`src/rtl/multi_probe_detector.sv`:
```
// Multi-channel probe detector: each sample pulses the trigger, waits, then counts hits on NUM_CH synchronised probes.
// Defining MULTI_PROBE_EDGE_EN adds per-channel rising-edge counters read at 3+NUM_CH+i.
module multi_probe_detector #(
    parameter int NUM_CH            = 4,
    parameter int CNT_WIDTH         = 16,
    parameter int NATIVE_ADDR_WDITH = 4,
    parameter int NATIVE_DATA_WIDTH = 32,
    parameter int AVER_DEFAULT      = 10000,
    parameter int SETTLE_CYCLES     = 2
) (
    input  logic                         S_AXI_aclk,
    input  logic                         S_AXI_aresetn,
    input  logic                         NATIVE_EN,
    input  logic                         NATIVE_WR,
    input  logic [NATIVE_ADDR_WDITH-1:0] NATIVE_ADDR,
    input  logic [NATIVE_DATA_WIDTH-1:0] NATIVE_DATA_IN,
    output logic [NATIVE_DATA_WIDTH-1:0] NATIVE_DATA_OUT,
    output logic                         NATIVE_READY,
    input  logic [NUM_CH-1:0]            probe_signal_in,
    output logic                         trigger_data_out,
    output logic                         done_irq
);

    localparam int AW = 24;
    localparam int SW = (SETTLE_CYCLES > 1) ? $clog2(SETTLE_CYCLES) : 1;
    localparam logic [NATIVE_ADDR_WDITH-1:0] ADDR_CTRL   = NATIVE_ADDR_WDITH'(0);
    localparam logic [NATIVE_ADDR_WDITH-1:0] ADDR_STATUS = NATIVE_ADDR_WDITH'(1);
    localparam logic [NATIVE_ADDR_WDITH-1:0] ADDR_AVER   = NATIVE_ADDR_WDITH'(2);

    // IDLE -> LOAD -> TRIG -> SETTLE -> SAMPLE -> CHECK -> (TRIG | DONE) -> (LOAD | IDLE)
    typedef enum logic [2:0] {
        S_IDLE, S_LOAD, S_TRIG, S_SETTLE, S_SAMPLE, S_CHECK, S_DONE
    } state_t;

    state_t                         r_state, w_next;
    logic [AW-1:0]                  r_aver, r_remaining;
    logic [SW-1:0]                  r_settle;
    logic                           r_cont, r_done, r_trig, r_irq, r_ready;
    logic [NATIVE_DATA_WIDTH-1:0]   r_rdata, w_rdata;
    (* ASYNC_REG = "TRUE" *) logic [NUM_CH-1:0] r_sync1;
    (* ASYNC_REG = "TRUE" *) logic [NUM_CH-1:0] r_sync2;
    logic [CNT_WIDTH-1:0]           r_cnt   [NUM_CH];
    logic [CNT_WIDTH-1:0]           r_latch [NUM_CH];
`ifdef MULTI_PROBE_EDGE_EN
    logic [NUM_CH-1:0]              r_prev;
    logic [CNT_WIDTH-1:0]           r_edge       [NUM_CH];
    logic [CNT_WIDTH-1:0]           r_edge_latch [NUM_CH];
`endif
    logic w_wr, w_rd, w_start, w_clear, w_status_rd, w_aver_wr, w_busy, w_unused_data;

    assign w_wr          = NATIVE_EN & NATIVE_WR;
    assign w_rd          = NATIVE_EN & ~NATIVE_WR;
    assign w_busy        = (r_state != S_IDLE);
    assign w_start       = w_wr && (NATIVE_ADDR == ADDR_CTRL) && NATIVE_DATA_IN[0];
    assign w_clear       = w_wr && (NATIVE_ADDR == ADDR_CTRL) && NATIVE_DATA_IN[2];
    assign w_status_rd   = w_rd && (NATIVE_ADDR == ADDR_STATUS);
    assign w_aver_wr     = w_wr && (NATIVE_ADDR == ADDR_AVER) && !w_busy;
    assign w_unused_data = ^NATIVE_DATA_IN;

    assign NATIVE_DATA_OUT  = r_rdata;
    assign NATIVE_READY     = r_ready;
    assign trigger_data_out = r_trig;
    assign done_irq         = r_irq;

    always_ff @(posedge S_AXI_aclk or negedge S_AXI_aresetn) begin
        if (!S_AXI_aresetn) begin
            r_sync1 <= '0;
            r_sync2 <= '0;
        end else begin
            r_sync1 <= probe_signal_in;
            r_sync2 <= r_sync1;
        end
    end

    always_comb begin
        w_next = r_state;
        case (r_state)
            S_IDLE:   if (w_start) w_next = S_LOAD;
            S_LOAD:   w_next = S_TRIG;
            S_TRIG:   w_next = S_SETTLE;
            S_SETTLE: if (r_settle == '0) w_next = S_SAMPLE;
            S_SAMPLE: w_next = S_CHECK;
            S_CHECK:  w_next = (r_remaining == '0) ? S_DONE : S_TRIG;
            S_DONE:   w_next = r_cont ? S_LOAD : S_IDLE;
            default:  w_next = S_IDLE;
        endcase
    end

    always_ff @(posedge S_AXI_aclk or negedge S_AXI_aresetn) begin
        if (!S_AXI_aresetn) begin
            r_state     <= S_IDLE;
            r_settle    <= '0;
            r_remaining <= '0;
            r_trig      <= 1'b0;
            r_irq       <= 1'b0;
        end else begin
            r_state <= w_next;
            r_trig  <= (w_next == S_TRIG);
            r_irq   <= (w_next == S_DONE);
            if (r_state == S_TRIG)
                r_settle <= SW'(SETTLE_CYCLES - 1);
            else if (r_state == S_SETTLE && r_settle != '0)
                r_settle <= r_settle - 1'b1;
            // AVER of zero still runs a single sample
            if (r_state == S_LOAD)
                r_remaining <= (r_aver == '0) ? AW'(1) : r_aver;
            else if (r_state == S_SAMPLE)
                r_remaining <= r_remaining - 1'b1;
        end
    end

    always_ff @(posedge S_AXI_aclk or negedge S_AXI_aresetn) begin
        if (!S_AXI_aresetn) begin
            for (int i = 0; i < NUM_CH; i++) r_cnt[i] <= '0;
        end else if (r_state == S_LOAD) begin
            for (int i = 0; i < NUM_CH; i++) r_cnt[i] <= '0;
        end else if (r_state == S_SAMPLE) begin
            for (int i = 0; i < NUM_CH; i++)
                if (r_sync2[i] && (r_cnt[i] != '1)) r_cnt[i] <= r_cnt[i] + 1'b1;
        end
    end

`ifdef MULTI_PROBE_EDGE_EN
    always_ff @(posedge S_AXI_aclk or negedge S_AXI_aresetn) begin
        if (!S_AXI_aresetn) begin
            r_prev <= '0;
            for (int i = 0; i < NUM_CH; i++) r_edge[i] <= '0;
        end else if (r_state == S_LOAD) begin
            r_prev <= '0;
            for (int i = 0; i < NUM_CH; i++) r_edge[i] <= '0;
        end else if (r_state == S_SAMPLE) begin
            r_prev <= r_sync2;
            for (int i = 0; i < NUM_CH; i++)
                if (r_sync2[i] && !r_prev[i] && (r_edge[i] != '1)) r_edge[i] <= r_edge[i] + 1'b1;
        end
    end
`endif

    // DONE is written last so its latch/sticky values win over a same-cycle clear or STATUS read
    always_ff @(posedge S_AXI_aclk or negedge S_AXI_aresetn) begin
        if (!S_AXI_aresetn) begin
            r_done <= 1'b0;
            for (int i = 0; i < NUM_CH; i++) r_latch[i] <= '0;
`ifdef MULTI_PROBE_EDGE_EN
            for (int i = 0; i < NUM_CH; i++) r_edge_latch[i] <= '0;
`endif
        end else begin
            if (w_clear || w_status_rd) r_done <= 1'b0;
            if (w_clear) begin
                for (int i = 0; i < NUM_CH; i++) r_latch[i] <= '0;
`ifdef MULTI_PROBE_EDGE_EN
                for (int i = 0; i < NUM_CH; i++) r_edge_latch[i] <= '0;
`endif
            end
            if (r_state == S_DONE) begin
                r_done <= 1'b1;
                for (int i = 0; i < NUM_CH; i++) r_latch[i] <= r_cnt[i];
`ifdef MULTI_PROBE_EDGE_EN
                for (int i = 0; i < NUM_CH; i++) r_edge_latch[i] <= r_edge[i];
`endif
            end
        end
    end

    always_comb begin
        w_rdata = '0;
        if (NATIVE_ADDR == ADDR_CTRL)
            w_rdata[1] = r_cont;
        else if (NATIVE_ADDR == ADDR_STATUS)
            w_rdata[1:0] = {r_done, w_busy};
        else if (NATIVE_ADDR == ADDR_AVER)
            w_rdata = NATIVE_DATA_WIDTH'(r_aver);
        for (int i = 0; i < NUM_CH; i++) begin
            if (NATIVE_ADDR == NATIVE_ADDR_WDITH'(3 + i))
                w_rdata = NATIVE_DATA_WIDTH'(r_latch[i]);
`ifdef MULTI_PROBE_EDGE_EN
            if (NATIVE_ADDR == NATIVE_ADDR_WDITH'(3 + NUM_CH + i))
                w_rdata = NATIVE_DATA_WIDTH'(r_edge_latch[i]);
`endif
        end
    end

    always_ff @(posedge S_AXI_aclk or negedge S_AXI_aresetn) begin
        if (!S_AXI_aresetn) begin
            r_cont  <= 1'b0;
            r_aver  <= AW'(AVER_DEFAULT);
            r_ready <= 1'b0;
            r_rdata <= '0;
        end else begin
            r_ready <= NATIVE_EN;
            if (NATIVE_EN) r_rdata <= NATIVE_WR ? '0 : w_rdata;
            if (w_wr && (NATIVE_ADDR == ADDR_CTRL)) r_cont <= NATIVE_DATA_IN[1];
            if (w_aver_wr) r_aver <= AW'(NATIVE_DATA_IN);
        end
    end

endmodule

```
`config.mk`:
```
export PLATFORM = sky130hd
export DESIGN_NAME = multi_probe_detector
export DESIGN_NICKNAME = d
export VERILOG_FILES = /design/src/rtl/multi_probe_detector.sv
export SDC_FILE = /design/constraint.sdc
export NUM_CORES = 1
export LEC_CHECK = 0
export CELL_PAD_IN_SITES_DETAIL_PLACEMENT = 1
export CELL_PAD_IN_SITES_GLOBAL_PLACEMENT = 1
export CORE_MARGIN = 2
export CORE_UTILIZATION = 45
export CTS_BUF_LIST = sky130_fd_sc_hd__clkbuf_4 sky130_fd_sc_hd__clkbuf_8
export CTS_CLUSTER_SIZE = 8
export DETAILED_ROUTE_END_ITERATION = 12
export DONT_BUFFER_PORTS = 1
export GPL_ROUTABILITY_DRIVEN = 0
export PLACE_DENSITY = 0.8
export SYNTH_ARGS = -nofsm -noshare
export SYNTH_HDL_FRONTEND = slang
export SYNTH_SLANG_ARGS = --single-unit
```
`constraint.sdc`:
```
create_clock -name S_AXI_aclk -period 3.44 [get_ports S_AXI_aclk]
set_clock_uncertainty 0.05 [all_clocks]
set_input_delay 0.344 -clock S_AXI_aclk [delete_from_list [all_inputs] [get_ports S_AXI_aclk]]
set_output_delay 0.344 -clock S_AXI_aclk [all_outputs]
set_load 0.005 [all_outputs]
```
* After elaboration in Yosys (flattened, before gate mapping)
Index checks and enable logic that the tools add are counted.
** Word-level totals
- Flip-flop bits (word level) :: 225
- Input port bits :: 44
- Word-level logic and storage cells :: 108
** Operators by class
- Reduce and logical (&&, ||, !) cells :: 30
- Multiplexer cells :: 31
- Equality and inequality tests :: 18
- Add/sub/neg operators :: 6
- Bitwise logic cells :: 3
** Operators by type and width (number)
- two-way mux 64 bit :: 4
- two-way mux 32 bit :: 5
- two-way mux 24 bit :: 4
- adder 16 x 1 -> 16 bit (second input constant) :: 4
- two-way mux 16 bit :: 4
- != test 16 bit (second input constant) :: 4
- logical NOT 24 bit :: 2
- two-way mux 30 bit :: 1
- subtractor 24 x 1 -> 24 bit (second input constant) :: 1
- two-way mux 22 bit :: 1
- case mux 3 bit (7 select lines) :: 1
- nonzero test 2 bit :: 8
- == test 3 bit (second input constant) :: 4
- == test 4 x 3 -> 1 bit (second input constant) :: 3
- logical AND 1 bit :: 11
- == test 3 x 2 -> 1 bit (second input constant) :: 3
- two-way mux 3 bit :: 3
- == test 4 x 2 -> 1 bit (second input constant) :: 2
- AND reduction 2 bit :: 4
- two-way mux 1 bit :: 7
- == test 4 x 1 -> 1 bit (second input constant) :: 1
- logical NOT 4 bit :: 1
- == test 3 x 1 -> 1 bit (second input constant) :: 1
- logical NOT 3 bit :: 1
- 7 further kinds :: 8

* Longest topological paths before layout
Gate-level depths: netlist (run 1).
- Depth after elaboration :: 9
- Depth in mapped cells :: 7
- Gate-level depth less buffers :: 6

* Worst setup path before layout (run 1)
No wires, ideal clock.
- Path kind :: flip-flop to flip-flop
- From :: reg r_state[1]
- To :: reg r_cnt[12] (netlist name)
- Stages on the path, launching flop included :: 7
- Data arrival time :: 2.061 ns
- Data required time :: 3.312 ns
- Slack :: 1.251 ns
- Buffers on the path :: 2
- Period minus slack after synthesis :: 2.189 ns
- Cells stage by stage :: dfrtp_1 buf_6 or3b_1 buf_2 or4_4 or4_1 a21oi_1
** On the way
- Longest elaborated chain between the ends :: 3
** Ends and longest elaborated chain
- start: declaration :: line 35 : state_t r_state, w_next;
- start signal: assignment :: line 97 : r_state <= w_next;
- == test 3 x 1 -> 1 bit / == test 3 bit (equally long branches) :: line 115, 117
- nonzero test 2 bit (no line)
- AND reduction 2 bit (no line)
- end: declaration :: line 42 : logic [CNT_WIDTH-1:0] r_cnt [NUM_CH];
Several ways; a longest one is shown, not always the timed one.
A chain may end at the register's enable or synchronous reset.

* Final worst setup path (run 1)
Same ends and word-level chain as after synthesis.

==> out/results.ini, run 1 <==
[drt]
vias_per_cell = 6.450
drc = 0
final_antenna_net_count = 0
drt_iter0_markers = 544
routed-via-count = 8250
wire_per_inst_um = 23.85
routed_wl_um = 30510
drt-pass1-iter-count = 7

[clocking]
cts_tree = done
worstSkewPairLatency_ps = 560
htree_num_levels = 2
cts_setup_buffers = 0
cts_sinks = 217
cts_made_buffers = 39
cts-root-buf = clkbuf_8
clk_pin_slew_ps = 60
postCtsResizedCells = 0
cts_buffer_depth = 3
cts_hold_buf = 31

[placed_design]
io_buffers = 0
dp_hpwl_um = 19500
preCtsSetupSlack_ps = 931.2

[sta]
finalSetupTns_ps = 0
finalCriticalPeriod_ps = 2546
setup-violations-final = 0
fmax_mhz = 392.8
fin_ws_ps = 893.9
fin_worst_hold_slack_ps = -570.6
slew_headroom = 0.2427
worstMarginPinSlew_ps = 1134
hold_viol_final = 217
rsz0062_at_grt = false
timing.final.crit_share = 0.7401
slew_violations = 0

[synthesis]
ys_types = 71
yosysTopAreaCellShare = 0.5103
synth_top_family_by_area = compound AO/OA/AOI/OAI gates
syn_inst = 946
synth-edff-count = 0
ys_async_sr_fraction = 1.000
synth_compound_area_frac = 0.1847
yosys-top-cells-area = dfrtp_1 51%, a22o_1 6.1%, mux2i_1 5.0%
synth_xor_area_frac = 0.003370
synthMuxAreaShare = 0.07931
yosysTopAreaCell = dfrtp_1
synth_area_per_cell_um2 = 10.99
synth_seq_area_share = 0.5229
synth_seq_cells = 217
ys_warn_count = 0
yosysMostFrequentCell = dfrtp_1
synthSimpleGateAreaFrac = 0.1674
synth_area_mm2 = 0.01040
ys.flop_type = dfrtp_1
synthAdderAreaFrac = 0.007221
synthTopCellsByCount = 212 x dfrtp_1, 79 x nand2_1, 72 x a22o_1

[die]
coreArea_mm2 = 0.02264
io_pins = 79
row_count = 55
fp.dieArea_mm2 = 0.02433
dieHeight_um = 156.0
die_width_um = 156.0
start_util = 0.4592

[global_route]
grtUsageTotal = 0.2550
grt_pass1_vias = 8609
antenna_found_initial = 1
grt_pass1_wl_um = 48670
overflow = 0
grt_max_degree = 218

[setup_path]
crit_fanout = 19
slowest_stage = or3b_1
slowest_delay_ps = 640
worstPathCellList = or3b_1 -> or4_4 -> or4_1 -> a21oi_1
crit_required_ps = 3850
startpoint_type = register
endpoint_kind = register
worstPathArrival_ps = 2950
path_class = register to register

[run]
cap_violations = 0

[power_and_ir_drop]
ir_drop_mv = 0.2934
finalPower_w = 0.007090
power_density_mw_per_mm2 = 605.2
p_leak_nw = 5.126

[min_path]
hp-class = input pin to async pin

[cells_and_area]
synthToLayoutAreaGrowth_pct = 12.67
drive_above_1_share = 0.1299
nets = 1018

[run_status]
violations = hold timing
status = complete, but fails checks

## where the power goes
part | switching [W] | internal (W) | total [W] | leakage, nW
clock network | 0.00106 | 0.00140 | 0.00246 | 0.416
registers | 0.000386 | 0.00284 | 0.00322 | 2.95
logic | 0.000882 | 0.000526 | 0.00141 | 1.76
## sequential cells by signal, indices dropped and copies added (netlist names)
name / cells
r_latch: 64
done_irq: 1
r_aver: 24
r_cont: 1
r_state: 3
NATIVE_DATA_OUT: 24
r_cnt: 64
r_remaining: 24
NATIVE_READY: 1
trigger_data_out: 1
r_sync1: 4
r_sync2: 4
r_settle: 1
r_done: 1
## cell usage in the layout, fill, tap and decap left out, drive strengths merged, types with 6 or more instances in the layout
master	n
dlygate4sd3	31
conb	8
inv	12
o31ai	12
o21ai	23
mux2i	52
a22o	72
nor4	19
or4	18
a221oi	14
buf	16
nand2b	18
nor3b	8
dfrtp	212
and3	14
o211ai	17
nand4	17
a211oi	8
nor3	20
or3	17
ha	6
o2bb2ai	28
a21oi	27
and4	12
nand2	79
clkbuf	65
a31oi	11
mux2	25
nand3	28
nor2	29
## worst paths after layout
path / from / end / slack [ps] / cells past startpoint
setup / recovery: r_state[1]$_DFF_PN0_ / r_cnt[12]$_DFFE_PN0P_ / 890 / 4
hold reg to reg: r_sync1[0]$_DFF_PN0_ / r_sync2[0]$_DFF_PN0_ / 300 / 0
max in group asynchronous: S_AXI_aresetn / r_sync1[3]$_DFF_PN0_ / 3650 / 0
hold / removal: S_AXI_aresetn / r_remaining[23]$_DFFE_PN0P_ / -570 / 0
min in group S_AXI_aclk: NATIVE_ADDR[2] / NATIVE_DATA_OUT[1]$_DFFE_PN0P_ / 50 / 2
setup reg to reg: r_state[1]$_DFF_PN0_ / r_cnt[12]$_DFFE_PN0P_ / 890 / 4
## through the flow
stage / cell area, µm² / util / cells
2_1_floorplan: 10420 / - / 953
3_3_place_gp: 10620 / 0.4692 / 1181
3_5_place_dp: 10620 / 0.4692 / 1181
4_1_cts: 11710 / 0.5173 / 1278
5_1_grt: 11710 / 0.5174 / 1279
6_report: 11710 / 0.5174 / 1279
## metal layers
layer	track usage	vias up	part of all wire
met5	0	-	0
met4	0.09043	0	0.031
met3	0.06000	69	0.059
met2	0.4355	223	0.49
met1	0.3171	4281	0.42
li1	-	3677	-
## kinds of logic after synthesis
kind of cell | after synthesis
and+or+nand+nor | 307
AOI/OAI and AO/OA | 248
DFF | 217
buffers and inverters | 85
muxes | 78
adders and majority gates | 6
xor gates and xnor gates | 4
other | 1
## critical path: cells and delay by family, from the launching register on
family | cells | cell delay, ps
and+or+nand+nor | 3 | 1690
DFF | 1 | 580
AOI/OAI and AO/OA | 1 | 140
## cell type report
| cell class | count | area (µm²) |
|---|---|---|
| inverters | 12 | 45.04 |
| repair buffers | 47 | 430.4 |
| clock buffers | 65 | 769.5 |
| fillers | 2357 | 10930 |
| diodes | 1 | 2.502 |
| multi-input cells | 651 | 4666 |
| well taps | 285 | 356.6 |
| clock inverters | 1 | 7.507 |
| flip-flops and latches | 217 | 5436 |
Power figures use the tool's default switching activity.
==> run 2: changes to the inputs <==
Clock period 3.44 ns to 2.65 ns, I/O delays scaled along.
==> out/results.ini, run 2 (synthesis gave the netlist of run 1 again) <==
[clocking]
cts_made_buffers = 39  ; unchanged
cts_sinks = 217  ; unchanged
htree_num_levels = 2  ; unchanged
clk_pin_slew_ps = 60  ; about the same
cts_tree = done  ; unchanged
postCtsResizedCells = 0  ; unchanged
cts_hold_buf = 34  ; was 31
worstSkewPairLatency_ps = 530  ; was 560 ps
cts_setup_buffers = 0  ; unchanged
cts_buffer_depth = 3  ; unchanged
cts-root-buf = clkbuf_8  ; unchanged

[run_status]
violations = hold timing  ; unchanged
status = complete, but fails checks  ; unchanged

[drt]
drc = 0  ; unchanged
final_antenna_net_count = 0  ; unchanged
routed_wl_um = 30230  ; was 30510 µm
drt-pass1-iter-count = 4  ; was 7
routed-via-count = 8268  ; was 8250
wire_per_inst_um = 23.35  ; was 23.85 µm
vias_per_cell = 6.385  ; was 6.450
drt_iter0_markers = 450  ; was 544

[global_route]
grtUsageTotal = 0.2538  ; was 0.2550
grt_pass1_vias = 8557  ; was 8609
grt_max_degree = 218  ; unchanged
overflow = 0  ; unchanged
grt_pass1_wl_um = 48550  ; was 48670 µm
antenna_found_initial = 0  ; was 1

[die]
fp.dieArea_mm2 = 0.02433  ; unchanged
die_width_um = 156.0  ; unchanged
start_util = 0.4592  ; unchanged
coreArea_mm2 = 0.02264  ; unchanged
io_pins = 79  ; unchanged
row_count = 55  ; unchanged
dieHeight_um = 156.0  ; unchanged

[setup_path]
crit_required_ps = 3040  ; was 3850 ps
rr_worst_depth = 4  ; unchanged
cp_top_family = simple AND/OR/NAND/NOR gates  ; unchanged
path_class = register to register  ; unchanged
startpoint_type = register  ; unchanged
rr_endpoint = r_cnt[12]$_DFFE_PN0P_  ; unchanged
endpoint_kind = register  ; unchanged
crit_fanout = 9  ; was 19
slowest_delay_ps = 610  ; was 640 ps
worstPathCellList = or3b_1 -> or4_4 -> or4_1 -> a21oi_1  ; unchanged
r2r_slack_ps = 370  ; was 890 ps
slowest_stage = or4_4  ; was or3b_1
r2r-start = r_state[1]$_DFF_PN0_  ; unchanged
crit_buf_inv = 0  ; unchanged
worstPathArrival_ps = 2660  ; was 2950 ps

[cells_and_area]
final_cell_mix = 212 x dfrtp_1, 79 x nand2_1, 72 x a22o_1  ; unchanged
regArea_mm2 = 0.005436  ; unchanged
nFillCells = 2375  ; was 2357
top_regs = r_cnt (64), r_latch (64)  ; unchanged
nets = 1033  ; was 1018
final_common_cell = dfrtp_1  ; unchanged
multi_input_area_mm2 = 0.004666  ; unchanged
antennaDiodeCount = 0  ; was 1
drive_above_1_share = 0.1416  ; was 0.1299
fin_util = 0.5270  ; was 0.5174
synthToLayoutAreaGrowth_pct = 14.77  ; was 12.67%

[power_and_ir_drop]
p_leak_nw = 5.236  ; was 5.126 nW
power_density_mw_per_mm2 = 795.7  ; was 605.2 mW/mm²
ir_drop_mv = 0.5497  ; was 0.2934 mV

[sta]
fmax_mhz = 439.3  ; was 392.8 MHz
slew_headroom = 0.4069  ; was 0.2427
fin_worst_hold_slack_ps = -621.0  ; was -570.6 ps
finalSetupTns_ps = 0  ; unchanged
rsz0062_at_grt = false  ; unchanged
timing.final.crit_share = 0.8590  ; was 0.7401
hold_viol_final = 217  ; unchanged
setup-violations-final = 0  ; unchanged
worstMarginPinSlew_ps = 889.6  ; was 1134 ps
slew_violations = 0  ; unchanged
finalCriticalPeriod_ps = 2276  ; was 2546 ps

[run]
cap_violations = 0  ; unchanged

[placed_design]
dp_hpwl_um = 19430  ; was 19500 µm
io_buffers = 0  ; unchanged

[min_path]
hp-class = input pin to async pin  ; unchanged

## run 2: cell type report
class | instances | share of cell area
flip-flops and latches | 217 | 0.4556
multi-input cells | 651 | 0.3910
clock buffers | 67 | 0.06890
repair buffers | 62 | 0.05034
well taps | 285 | 0.02989
inverters | 12 | 0.003775
clock inverters | 1 | 0.0004195
## run 2: layer usage
metal  track usage  share of wire  up-vias
met5             0              0        -
met4        0.1101          0.039        0
met3       0.04889          0.055       66
met2        0.4054           0.47      235
met1        0.3383           0.44     4255
li1              -              -     3712
## run 2: worst max path at each step
stage                         startpoint               endpoint  cells after the start
floorplan           r_state[1]$_DFF_PN0_  r_cnt[12]$_DFFE_PN0P_                      6
global placement    r_state[1]$_DFF_PN0_  r_cnt[12]$_DFFE_PN0P_                      4
detailed placement  r_state[1]$_DFF_PN0_  r_cnt[19]$_DFFE_PN0P_                      5
CTS                 r_state[1]$_DFF_PN0_  r_cnt[12]$_DFFE_PN0P_                      4
global route        r_state[1]$_DFF_PN0_  r_cnt[19]$_DFFE_PN0P_                      5
finish              r_state[1]$_DFF_PN0_  r_cnt[12]$_DFFE_PN0P_                      4
## run 2: report_power, final
part           total, W  switching, W  internal, W
clock           0.00334       0.00140      0.00193
combinational   0.00202       0.00122     0.000806
sequential      0.00413      0.000452      0.00368
total           0.00949       0.00307      0.00642
## run 2: metrics by stage
stage | cell area, µm² | worst slack (ps) | power (W) | cells
after global routing | 11930 | 180.7 | 0.009979 | 1295
after detailed placement | 10760 | 400.8 | 0.006115 | 1193
after global placement | 10760 | 434.6 | 0.006023 | 1193
final | 11930 | 373.8 | 0.009493 | 1295
after CTS | 11930 | 376.5 | 0.009521 | 1295
after floorplan | 10420 | 461.1 | 0.005416 | 953
